$ cat src/rtl/tetris_fall_timer.sv
// Gravity and game-speed controller for the tetris top level.
// Emits the one-cycle next_fall strobe and tracks level and fall period.
module tetris_fall_timer #(
  parameter int unsigned CountWidth    = 24,
  parameter int unsigned LinesWidth    = 21,
  parameter int unsigned LevelWidth    = 4,
  parameter int unsigned BasePeriod    = 8000000,
  parameter int unsigned PeriodStep    = 600000,
  parameter int unsigned MinPeriod     = 800000,
  parameter int unsigned NumLevels     = 10,
  parameter int unsigned LinesPerLevel = 10,
  parameter int unsigned DropPeriod    = 4
) (
  input  logic                  clk,
  input  logic                  reset,
  input  logic                  start,
  input  logic                  move_down,
  input  logic                  drop,
  input  logic                  pause,
  input  logic                  fallen,
  input  logic                  game_over,
  input  logic [LinesWidth-1:0] lines_cleared,
  output logic                  next_fall,
  output logic [LevelWidth-1:0] level,
  output logic [CountWidth-1:0] period,
  output logic                  dropping,
  output logic                  running
);

  localparam int unsigned DW = (DropPeriod > 1) ? $clog2(DropPeriod) : 1;
  localparam int unsigned PW = CountWidth + LevelWidth + 1;
  localparam int unsigned TW = LinesWidth + 1;

  typedef enum logic [2:0] {
    IDLE,
    RUN,
    DROP,
    PAUSED,
    OVER
  } state_t;

  state_t                state_q, state_d;
  state_t                saved_q, saved_d;
  logic [CountWidth-1:0] count_q, count_d;
  logic [DW-1:0]         dcount_q, dcount_d;
  logic                  fall_d;
  logic [CountWidth:0]   count_inc;
  logic                  expire;
  logic                  dexpire;
  logic                  go;
  logic [TW-1:0]         threshold;
  logic                  level_up;
  logic [PW-1:0]         red;
  logic [PW-1:0]         floor_w;
  logic [CountWidth-1:0] period_d;

  // A period shrinking below count+1 still expires on the next cycle.
  assign count_inc = {1'b0, count_q} + (CountWidth+1)'(1);
  assign expire    = count_inc >= {1'b0, period};
  assign dexpire   = dcount_q >= DW'(DropPeriod - 1);
  assign go        = start | move_down | drop;

  assign level_up = ({1'b0, lines_cleared} >= threshold)
                  && (level < LevelWidth'(NumLevels - 1));

  // Clamp against the floor before subtracting so nothing underflows.
  assign red      = PW'(level) * PW'(PeriodStep);
  assign floor_w  = PW'(MinPeriod) + red;
  assign period_d = (PW'(BasePeriod) > floor_w)
                  ? CountWidth'(PW'(BasePeriod) - red)
                  : CountWidth'(MinPeriod);

  // Next-state and strobe decode in event priority order.
  always_comb begin
    state_d  = state_q;
    saved_d  = saved_q;
    count_d  = count_q;
    dcount_d = dcount_q;
    fall_d   = 1'b0;
    unique case (state_q)
      IDLE: begin
        count_d = '0;
        if (game_over) begin
          state_d = OVER;
        end else if (go) begin
          state_d = RUN;
        end
      end
      RUN: begin
        if (game_over) begin
          state_d = OVER;
        end else if (pause) begin
          state_d = PAUSED;
          saved_d = RUN;
        end else if (drop) begin
          state_d  = DROP;
          dcount_d = '0;
        end else if (move_down || expire) begin
          fall_d  = 1'b1;
          count_d = '0;
        end else begin
          count_d = count_q + CountWidth'(1);
        end
      end
      DROP: begin
        if (game_over) begin
          state_d = OVER;
        end else if (pause) begin
          state_d = PAUSED;
          saved_d = DROP;
        end else if (fallen) begin
          state_d = RUN;
          count_d = '0;
        end else if (dexpire) begin
          fall_d   = 1'b1;
          dcount_d = '0;
        end else begin
          dcount_d = dcount_q + DW'(1);
        end
      end
      PAUSED: begin
        if (game_over) begin
          state_d = OVER;
        end else if (pause) begin
          state_d = saved_q;
        end
      end
      OVER: begin
        state_d = OVER;
      end
      default: begin
        state_d = IDLE;
      end
    endcase
  end

  // State, counters and registered status outputs.
  always_ff @(posedge clk) begin
    if (reset) begin
      state_q   <= IDLE;
      saved_q   <= RUN;
      count_q   <= '0;
      dcount_q  <= '0;
      next_fall <= 1'b0;
      dropping  <= 1'b0;
      running   <= 1'b0;
    end else begin
      state_q   <= state_d;
      saved_q   <= saved_d;
      count_q   <= count_d;
      dcount_q  <= dcount_d;
      next_fall <= fall_d;
      dropping  <= (state_d == DROP);
      running   <= (state_d == RUN) || (state_d == DROP);
    end
  end

  // Level steps at most once per cycle; period follows a cycle later.
  always_ff @(posedge clk) begin
    if (reset) begin
      level     <= '0;
      threshold <= TW'(LinesPerLevel);
      period    <= CountWidth'(BasePeriod);
    end else if (state_q != OVER) begin
      period <= period_d;
      if (level_up) begin
        level     <= level + LevelWidth'(1);
        threshold <= threshold + TW'(LinesPerLevel);
      end
    end
  end

endmodule

$ cat config.mk
export PLATFORM = sky130hd
export DESIGN_NAME = tetris_fall_timer
export DESIGN_NICKNAME = d
export VERILOG_FILES = /design/src/rtl/tetris_fall_timer.sv
export SDC_FILE = /design/constraint.sdc
export NUM_CORES = 1
export LEC_CHECK = 0
export CAP_MARGIN = 0
export CORE_ASPECT_RATIO = 1.2
export CORE_UTILIZATION = 45
export DETAILED_ROUTE_END_ITERATION = 8
export PLACE_DENSITY = 0.72
export SLEW_MARGIN = 10
export SYNTH_ARGS = -nofsm -noshare
export SYNTH_HDL_FRONTEND = slang
export SYNTH_SLANG_ARGS = --single-unit
$ cat constraint.sdc
create_clock -name clk -period 3.9 [get_ports clk]
set_input_delay 0.78 -clock clk [delete_from_list [all_inputs] [get_ports clk]]
set_output_delay 0.78 -clock clk [all_outputs]
set_load 0.01 [all_outputs]
==> results summary, run 1 <==
The repair_antennas step left the layout with diodes totalling 0. The clock skew is around 0.0068 ns. The type of the setup path with the least slack is flip-flop to flip-flop.

The depth of the most critical reg-to-reg path is 12. The clock tree buffer depth came out at 2. The register-to-register path setup slack came out at -0.10 ns. The timing-limited maximum frequency is ~250 MHz. The worst hold path was traced through 2 stages. The shortest period the worst path allows came out at roughly 4 ns. Counting both buffers and inverters, the worst setup path holds a total of 1. The average routed wire per standard cell is around 16 µm. The switching part of the total came out at 32.5%. The total via count in the routed design came out at roughly 5.6k.

The worst register-to-register path ends at period[15]. The remaining antenna violation count after routing is 0. The remaining design rule violation count came out at 0. TritonCTS built the clock tree. The startpoint of the worst-slack reg-to-reg timing path is level[2]. The flip-flop and latch count after synthesis came out at 77.

The cell area after layout is around 0.0075 mm². By instance count, the cell type seen most on the critical path is sky130_fd_sc_hd__fa_2. The number of slew-limit violations in the final report is 0.

The placed instance area came out at about 0.0069 mm². The post-route core utilization came out at between 50% and 60%. The core area is 0.0128 mm². Compared with the post-synthesis result, the final layout area differs by 26.5%. Of the cells placed in the final design, the portion with a size suffix greater than 1 is 18.7%.

Measured against its own limit, the worst slew margin works out to between 40% and 50%. The clock latency on the worst-skew pair is between 0.3 and 0.4 ns. The pin count of the biggest net entering global routing is 48.

The number of buffers created by CTS is 9. Data arrives at the worst endpoint at around 4.2 ns. The cell area that synthesis handed to floorplanning was around 0.006 mm². Per report_power, the sequential group accounts for about a third of the total. The slew at the pin closest to its max-slew limit is about 0.74 ns. The post-route fraction of the period consumed by the critical path came out at 103%.

The checks that failed: setup timing. sky130_fd_sc_hd__dfxtp_1 is the most common cell in the netlist. The leakage power came out at 3.07 nW. The maximum fanout encountered on the critical timing path came out at 9. The post-synthesis cell type with the largest combined area is sky130_fd_sc_hd__dfxtp_1. The worst setup path is captured at a flip-flop. Dividing the synthesized area by the synthesized cell count gives between 8 and 9 µm².

The critical path goes through fa_2 -> fa_2 -> ha_1 -> a211oi_2 -> o31a_1 -> o211a_1 -> or4_4 -> nor3_2 -> o21ai_1 -> a41o_1 -> buf_12 -> o32ai_2. The power spent charging and discharging nets is slightly below 900 µW. The detail-routed via count per cell is approximately 5.8.

Among cell families on the critical path, the largest total delay comes from adder cells. The top cell type's share of synthesized area came out at between 20 and 30%. The row count came out at 45. The kind of start point of the critical path is a flip-flop. Among all flip-flop cells after synthesis, the most frequent one is sky130_fd_sc_hd__dfxtp_1. The logic gate share of total power came out at 34.3%.

The detailed placer's ending HPWL came out at between 10,000 and 15,000 µm. The starting density of the core is between 40% and 50%. In this run the most critical hold path is launched from dcount_q[0]. The net count reported at finish is roughly 900. The total power divided by cell area came out at around 360 mW/mm². The count of clock tree sinks came out at 77. The overall die height is 128 µm.

The final routed wirelength across all metal layers came out at 15,400 µm. After synthesis, the most frequently instantiated cells are sky130_fd_sc_hd__dfxtp_1, sky130_fd_sc_hd__ha_1, sky130_fd_sc_hd__nor2_1. The initial detailed-routing violation count came out at 220. VDD sags by at most between 200 and 300 µV. In this run the worst hold path is classified as flip-flop to flip-flop. The number of antenna violations at the first check in global routing came out at 0. The internal cell power is around 1.8 mW. Yosys printed 0 warnings.

The accumulated negative setup slack is -0.881 ns. The routability-driven placement congestion ratio is about 0.90. The flow ran to the end, but the final reports show violations. After synthesis, the cell types taking the most area are sky130_fd_sc_hd__dfxtp_1, sky130_fd_sc_hd__ha_1, sky130_fd_sc_hd__xnor2_1. The via count of the first global-routing pass came to ~5.6k. The overall routing resource usage is 23.0%.

The portion of total power attributed to the clock network came out at between 30% and 40%. The number of unique standard cell types used by synthesis came out at between 70 and 80. The required time of the critical path is between 4 and 5 ns. The number of failing hold endpoints at the final stage is 0. Once routing completed, OpenROAD measured the worst setup slack at -0.102 ns.

The count of port buffers added during placement is 53. The die width is approximately 110 µm. The register area share after synthesis is 26.0%.

The first-pass GRT wire length is roughly 25,000 µm. After global routing the overflow that remains totals 0. On the critical path, the stage with the largest delay is an instance of sky130_fd_sc_hd__fa_2.

The number of top-level design ports is 60. The number of setup violations in the final report came out at 14. Clock-pin slew was measured on the worst setup and hold paths at around 0.060 ns.

The tool flagged a number of max-cap violations equal to 0. The worst hold path endpoint is dcount_q[0]. On the worst path, the slowest cell contributes a delay of between 0.6 and 0.7 ns.

Counting flops with a built-in enable in the synthesized netlist gives 0. In this run the clock root is driven by a sky130_fd_sc_hd__clkbuf_16. The clock tree synthesis step divided the H-tree into 3 levels. The minimum hold slack is 0.486 ns. Total power for the finished layout comes to ~2.7 mW. Setup repair after global routing could not meet its margin everywhere. The die outline area is ~0.014 mm². The number of standard cells after synthesis is 713.

The length of the first detailed-routing pass in iterations is 5. The share of flip-flops with an asynchronous set or reset is 0%.
## power groups by stage
stage,sequential [mW],combinational (mW),clock [mW]
2_1_floorplan,0.926,0.552,0
3_3_place_gp,0.915,0.835,0
3_5_place_dp,0.918,0.872,0
4_1_cts,0.901,0.898,0.879
5_1_grt,0.909,1.02,0.921
6_report,0.903,0.927,0.870
## sequential cells by signal, indices dropped and copies added (netlist names), 2 cells and up
name,cells
count_q,24
dcount_q,2
level,4
period,18
saved_q,2
state_q,3
threshold,21
## cell type report
cell class / instances / area (µm²)
clock buffer: 12 / 267
clock inverter: 4 / 45.0
fill: 1089 / 5280
inverter: 52 / 195
multi-input combinational: 554 / 4270
sequential: 77 / 1550
tap: 164 / 205
timing repair buffer: 110 / 966
## worst max path at each step
| stage | cells after the start | to | slack [ns] | from |
|---|---|---|---|---|
| floorplan | 12 | period[14] | 0.007 | level[2] |
| global placement | 12 | period[7] | -0.02 | level[2] |
| detailed placement | 13 | period[15] | -0.17 | level[2] |
| CTS | 13 | period[15] | -0.07 | level[2] |
| global route | 12 | period[18] | -0.25 | level[2] |
| finish | 12 | period[15] | -0.10 | level[2] |
## per-layer routing
| layer | track usage (%) | up-vias | part of all wire [%] | routed length [µm] |
|---|---|---|---|---|
| met1 | 26.0 | 2657 | 42 | 6460 |
| met4 | 9.43 | 0 | 2.2 | 345 |
| met5 | 0 | - | 0 | 0 |
| met3 | 3.36 | 25 | 4.1 | 627 |
| li1 | - | 2758 | - | - |
| met2 | 42.7 | 167 | 52 | 7930 |
## metrics by stage
step           worst slack, ns  instances
2_1_floorplan          0.00688        718
3_3_place_gp           -0.0188        951
3_5_place_dp            -0.172        951
4_1_cts                -0.0750        967
5_1_grt                 -0.248        973
6_report                -0.102        973
## worst min-delay path, cell delays in order, from the launching register on
cell and delay (ns):
sky130_fd_sc_hd__dfxtp_1 0.32, sky130_fd_sc_hd__nand2_1 0.06, sky130_fd_sc_hd__a21oi_1 0.05
## what timing repair did
action,4_1_cts,5_1_grt
hold buffers,0,0
cloned,0,1
pin swaps,8,10
resized for setup,11,33
endpoints found under the hold margin,0,0
setup buffers,0,6
setup endpoints to repair,21,39
## cells by family after synthesis
family | count (synthesis) | share of synthesized area (%)
XOR/XNOR | 54 | 7.97
AO/OA/AOI/OAI | 182 | 22.0
multiplexers | 5 | 0.949
buffers and inverters | 88 | 6.28
AND/OR/NAND/NOR | 238 | 21.6
other | 1 | 0.0632
flip-flops | 77 | 26.0
adder cells (fa/ha/maj) | 68 | 15.1
## placed cells by master, fill, tap and decap left out, types with 9 or more instances in the layout
master,count
sky130_fd_sc_hd__nor3_1,15
sky130_fd_sc_hd__nand2_1,37
sky130_fd_sc_hd__clkdlybuf4s50_1,52
sky130_fd_sc_hd__buf_4,56
sky130_fd_sc_hd__nor4_1,12
sky130_fd_sc_hd__nand4_1,9
sky130_fd_sc_hd__nand3_1,17
sky130_fd_sc_hd__a22o_1,14
sky130_fd_sc_hd__inv_1,50
sky130_fd_sc_hd__xor2_1,11
sky130_fd_sc_hd__a21o_1,16
sky130_fd_sc_hd__nor2_1,58
sky130_fd_sc_hd__ha_1,60
sky130_fd_sc_hd__o21ai_0,34
sky130_fd_sc_hd__clkbuf_16,9
sky130_fd_sc_hd__dfxtp_1,71
sky130_fd_sc_hd__a21oi_1,41
sky130_fd_sc_hd__xnor2_1,37
sky130_fd_sc_hd__nor4b_1,11
Note: power is estimated with default switching activity, not from simulation.
==> run 2, diff against run 1 <==
Settings changed: ABC_AREA set to 1, PLACE_DENSITY 0.72 to 0.71.
==> results summary, run 2 <==
The worst pin sits at a relative slew slack of 49.0%. sky130_fd_sc_hd__dfxtp_1 takes more of the synthesized area than any other cell. In the synthesized netlist the async set-or-reset flop fraction comes to 0%. The cts-stage hold buffer count is 0.

The total power divided by cell area came out at between 300 and 400 mW/mm². The synthesized area per cell is approximately 6.6 µm². The number of flops mapped to enable cells by yosys is 0. In the synthesized netlist the dominant register cell turns out to be sky130_fd_sc_hd__dfxtp_1. The top cell type's share of synthesized area came out at a little under a quarter. The number of failing hold endpoints at the final stage was 0. The net count of the finished layout is approximately 1.1k. The length of the first detailed-routing pass in iterations came out at 7.

The average routed wire per standard cell is roughly 14 µm. The number of slew-limit violations in the final report is 0. STA classifies the critical path startpoint as a flip-flop. The maximum level of the CTS H-tree is 3.

Setup violations remaining at the end of the flow were counted as 0. The clock tree buffer depth is 2. The flow ran to the end, but the final reports show violations. The die outline area is 0.0151 mm².

The congestion estimate from routability-driven global placement came to 0.875. The growth of design area from synthesis to finish is 19.2%. The leakage power came out at between 3 and 4 nW. The number of buffers created by CTS is 9. The count of max-cap constraint violations is 0.

The detail-routed via count per cell came out at between 5 and 6. Data on the critical path arrives at its endpoint at 3.96 ns. The overall die height is about 130 µm.

The remaining antenna violation count after routing is 0. IR analysis of the VDD net gives a maximum drop of about 210 µV. The register-to-register path setup slack is ~0.14 ns. Leaving out fill and tap cells, the most frequent cells in the layout are sky130_fd_sc_hd__nand2_1, sky130_fd_sc_hd__inv_1, sky130_fd_sc_hd__nand3_1. The post-route core utilization came out at a little over half. Overall power consumption after layout is estimated at ~2.7 mW.

The maximum fanout encountered on the critical timing path is 4. The flip-flop count of the largest register, all copies and words added came out at 24. For the worst setup path, the data required time is around 4.1 ns. For this design, the sink count on the clock tree is just under 80. The number of top-level design ports came out at 60. The checks that failed: DRC. The overflow left after global routing is 0.

The row count is 48. The count of port buffers added during placement came out at 53. The detailed placer's ending HPWL came out at between 10,000 and 15,000 µm.

The die width came out at 112 µm. The timing-limited maximum frequency is approximately 270 MHz. The number of standard cells after synthesis came out at 990.

The later pin in the worst-skew pair is clocked with a latency of approximately 0.34 ns. The worst setup path is captured at a flip-flop. The pin count of the biggest net entering global routing is 53.

The core region is about 0.014 mm². The most flop-heavy register is count_q. The first global-routing pass estimated approximately 28,000 µm of wire.

The total via count in the routed design is ~6.5k. Clock-pin slew was measured on the worst setup and hold paths at 0.06 ns. TritonCTS built the clock tree. The remaining design rule violation count came out at 4. Ranked by total cell area, the synthesized netlist is headed by sky130_fd_sc_hd__dfxtp_1, sky130_fd_sc_hd__nand2_1, sky130_fd_sc_hd__ha_1.

The final routed wirelength across all metal layers is approximately 17,000 µm. 0 antenna diodes ended up in the layout. Yosys printed 0 warnings. The slew at the pin closest to its max-slew limit came out at 0.764 ns. The largest registers in the layout are count_q (24), threshold (21), period (18).

The starting density of the core came out at a little under half. Synthesis inferred 77 register bits. The clock root buffer is sky130_fd_sc_hd__clkbuf_16. The via count of the first global-routing pass came out at 6,160. By count the netlist is led by sky130_fd_sc_hd__nand2_1, sky130_fd_sc_hd__inv_1, sky130_fd_sc_hd__nand3_1.

The clock skew came out at between 0.007 and 0.008 ns. In this run the cell area of the synthesized design comes to 0.00657 mm². In this run the worst hold path is classified as flip-flop to flip-flop.

The most frequently used cell type in the post-synthesis netlist is sky130_fd_sc_hd__nand2_1. Synthesis instantiated between 40 and 50 different standard cells from the library. Leaving out fill and tap cells, the most frequent cell in the layout is sky130_fd_sc_hd__nand2_1. The layout cell share with drive strength beyond 1 is approximately 10%.

The number of antenna violations at the first check in global routing is 0. Global routing used 22.8% of the available tracks. The clock period could shrink to around 3.8 ns. After synthesis, flip-flops and latches occupy 23.5% of the total area. The post-route fraction of the period consumed by the critical path came out at between 90 and 100%.

For this block, the initial DRC count from the detailed router was around 340. The critical path in this run is classified as flip-flop to flip-flop.
## run 2: path summary, 6_finish.rpt
kind	startpoint	end	cells after the start
setup / recovery	level[3]	period[6]	19
setup reg to reg	level[3]	period[6]	19
hold reg to reg	threshold[16]	threshold[16]	2
hold / removal	threshold[16]	threshold[16]	2
## run 2: stage by stage
step | setup WS (ns) | TNS, ns | instances | instance area (µm²) | hold slack (ns)
6_report | 0.137 | 0 | 1231 | 7830 | 0.480
5_1_grt | -0.0451 | -0.423 | 1231 | 7830 | 0.494
4_1_cts | 0.0604 | 0 | 1221 | 7610 | 0.480
3_5_place_dp | 0.0685 | 0 | 1206 | 7300 | 0.471
3_3_place_gp | 0.174 | 0 | 1206 | 7300 | 0.453
2_1_floorplan | 0.215 | 0 | 995 | 6590 | 0.440
## run 2: critical path, cell delays in order (launching register included)
cell                      delay [ns]
sky130_fd_sc_hd__dfxtp_2        0.33
sky130_fd_sc_hd__fa_2           0.62
sky130_fd_sc_hd__fa_2           0.48
sky130_fd_sc_hd__fa_2           0.59
sky130_fd_sc_hd__ha_2           0.18
sky130_fd_sc_hd__inv_1          0.05
sky130_fd_sc_hd__nand2_2        0.07
sky130_fd_sc_hd__nand3_1        0.07
sky130_fd_sc_hd__nand2_1        0.10
sky130_fd_sc_hd__inv_2          0.06
sky130_fd_sc_hd__nand2_4        0.08
sky130_fd_sc_hd__nand2_2        0.06
sky130_fd_sc_hd__nor2_4         0.12
sky130_fd_sc_hd__nand3_2        0.12
sky130_fd_sc_hd__nand3_2        0.11
sky130_fd_sc_hd__nand3_2        0.08
sky130_fd_sc_hd__a21oi_4        0.21
sky130_fd_sc_hd__nand2_2        0.12
sky130_fd_sc_hd__nand3_1        0.08
sky130_fd_sc_hd__a21oi_1        0.07
## run 2: logic make-up (layout without fill, tap and decap cells)
family | after synthesis | count (layout) | share of synthesized area, %
AO/OA/AOI/OAI | 150 | 150 | 12.6
XOR/XNOR | 53 | 53 | 7.18
adder cells (fa/ha/maj) | 68 | 68 | 13.6
buffers and inverters | 170 | 230 | 10.4
flip-flops | 77 | 77 | 23.5
other | 1 | 6 | 0.0571
AND/OR/NAND/NOR | 471 | 472 | 32.7
## run 2: layer usage
layer | vias up | track usage [%] | part of all wire, %
li1 | 3362 | - | -
met1 | 2964 | 28.3 | 45
met2 | 126 | 41.0 | 50
met3 | 28 | 2.76 | 3.4
met4 | 0 | 7.33 | 2.1
met5 | - | 0 | 0
## run 2: area by class of cell
type | instances | area, µm²
timing repair buffer | 77 | 722
inverter | 138 | 518
tap | 175 | 219
sequential | 77 | 1550
clock inverter | 5 | 75.1
multi-input combinational | 749 | 4510
clock buffer | 10 | 239
fill | 1427 | 6460
## run 2: timing repair
item	4_1_cts	5_1_grt
setup buffers	0	9
endpoints found under the setup margin	0	41
endpoints found under the hold margin	0	0
gates resized for setup	0	39
## run 2: report_power, final
group / total (mW) / leakage [nW] / internal (mW) / switching (mW)
Clock: 0.892 / 0.158 / 0.571 / 0.321
Combinational: 0.931 / 2.82 / 0.383 / 0.548
Sequential: 0.892 / 0.628 / 0.838 / 0.0541
Total: 2.71 / 3.61 / 1.79 / 0.924
==> run 3, diff against run 2 <==
Settings changed: CAP_MARGIN 0 to unset.
==> results of run 3 <==
Same layout as run 2: the final DEF is identical, and so are final timing and power.
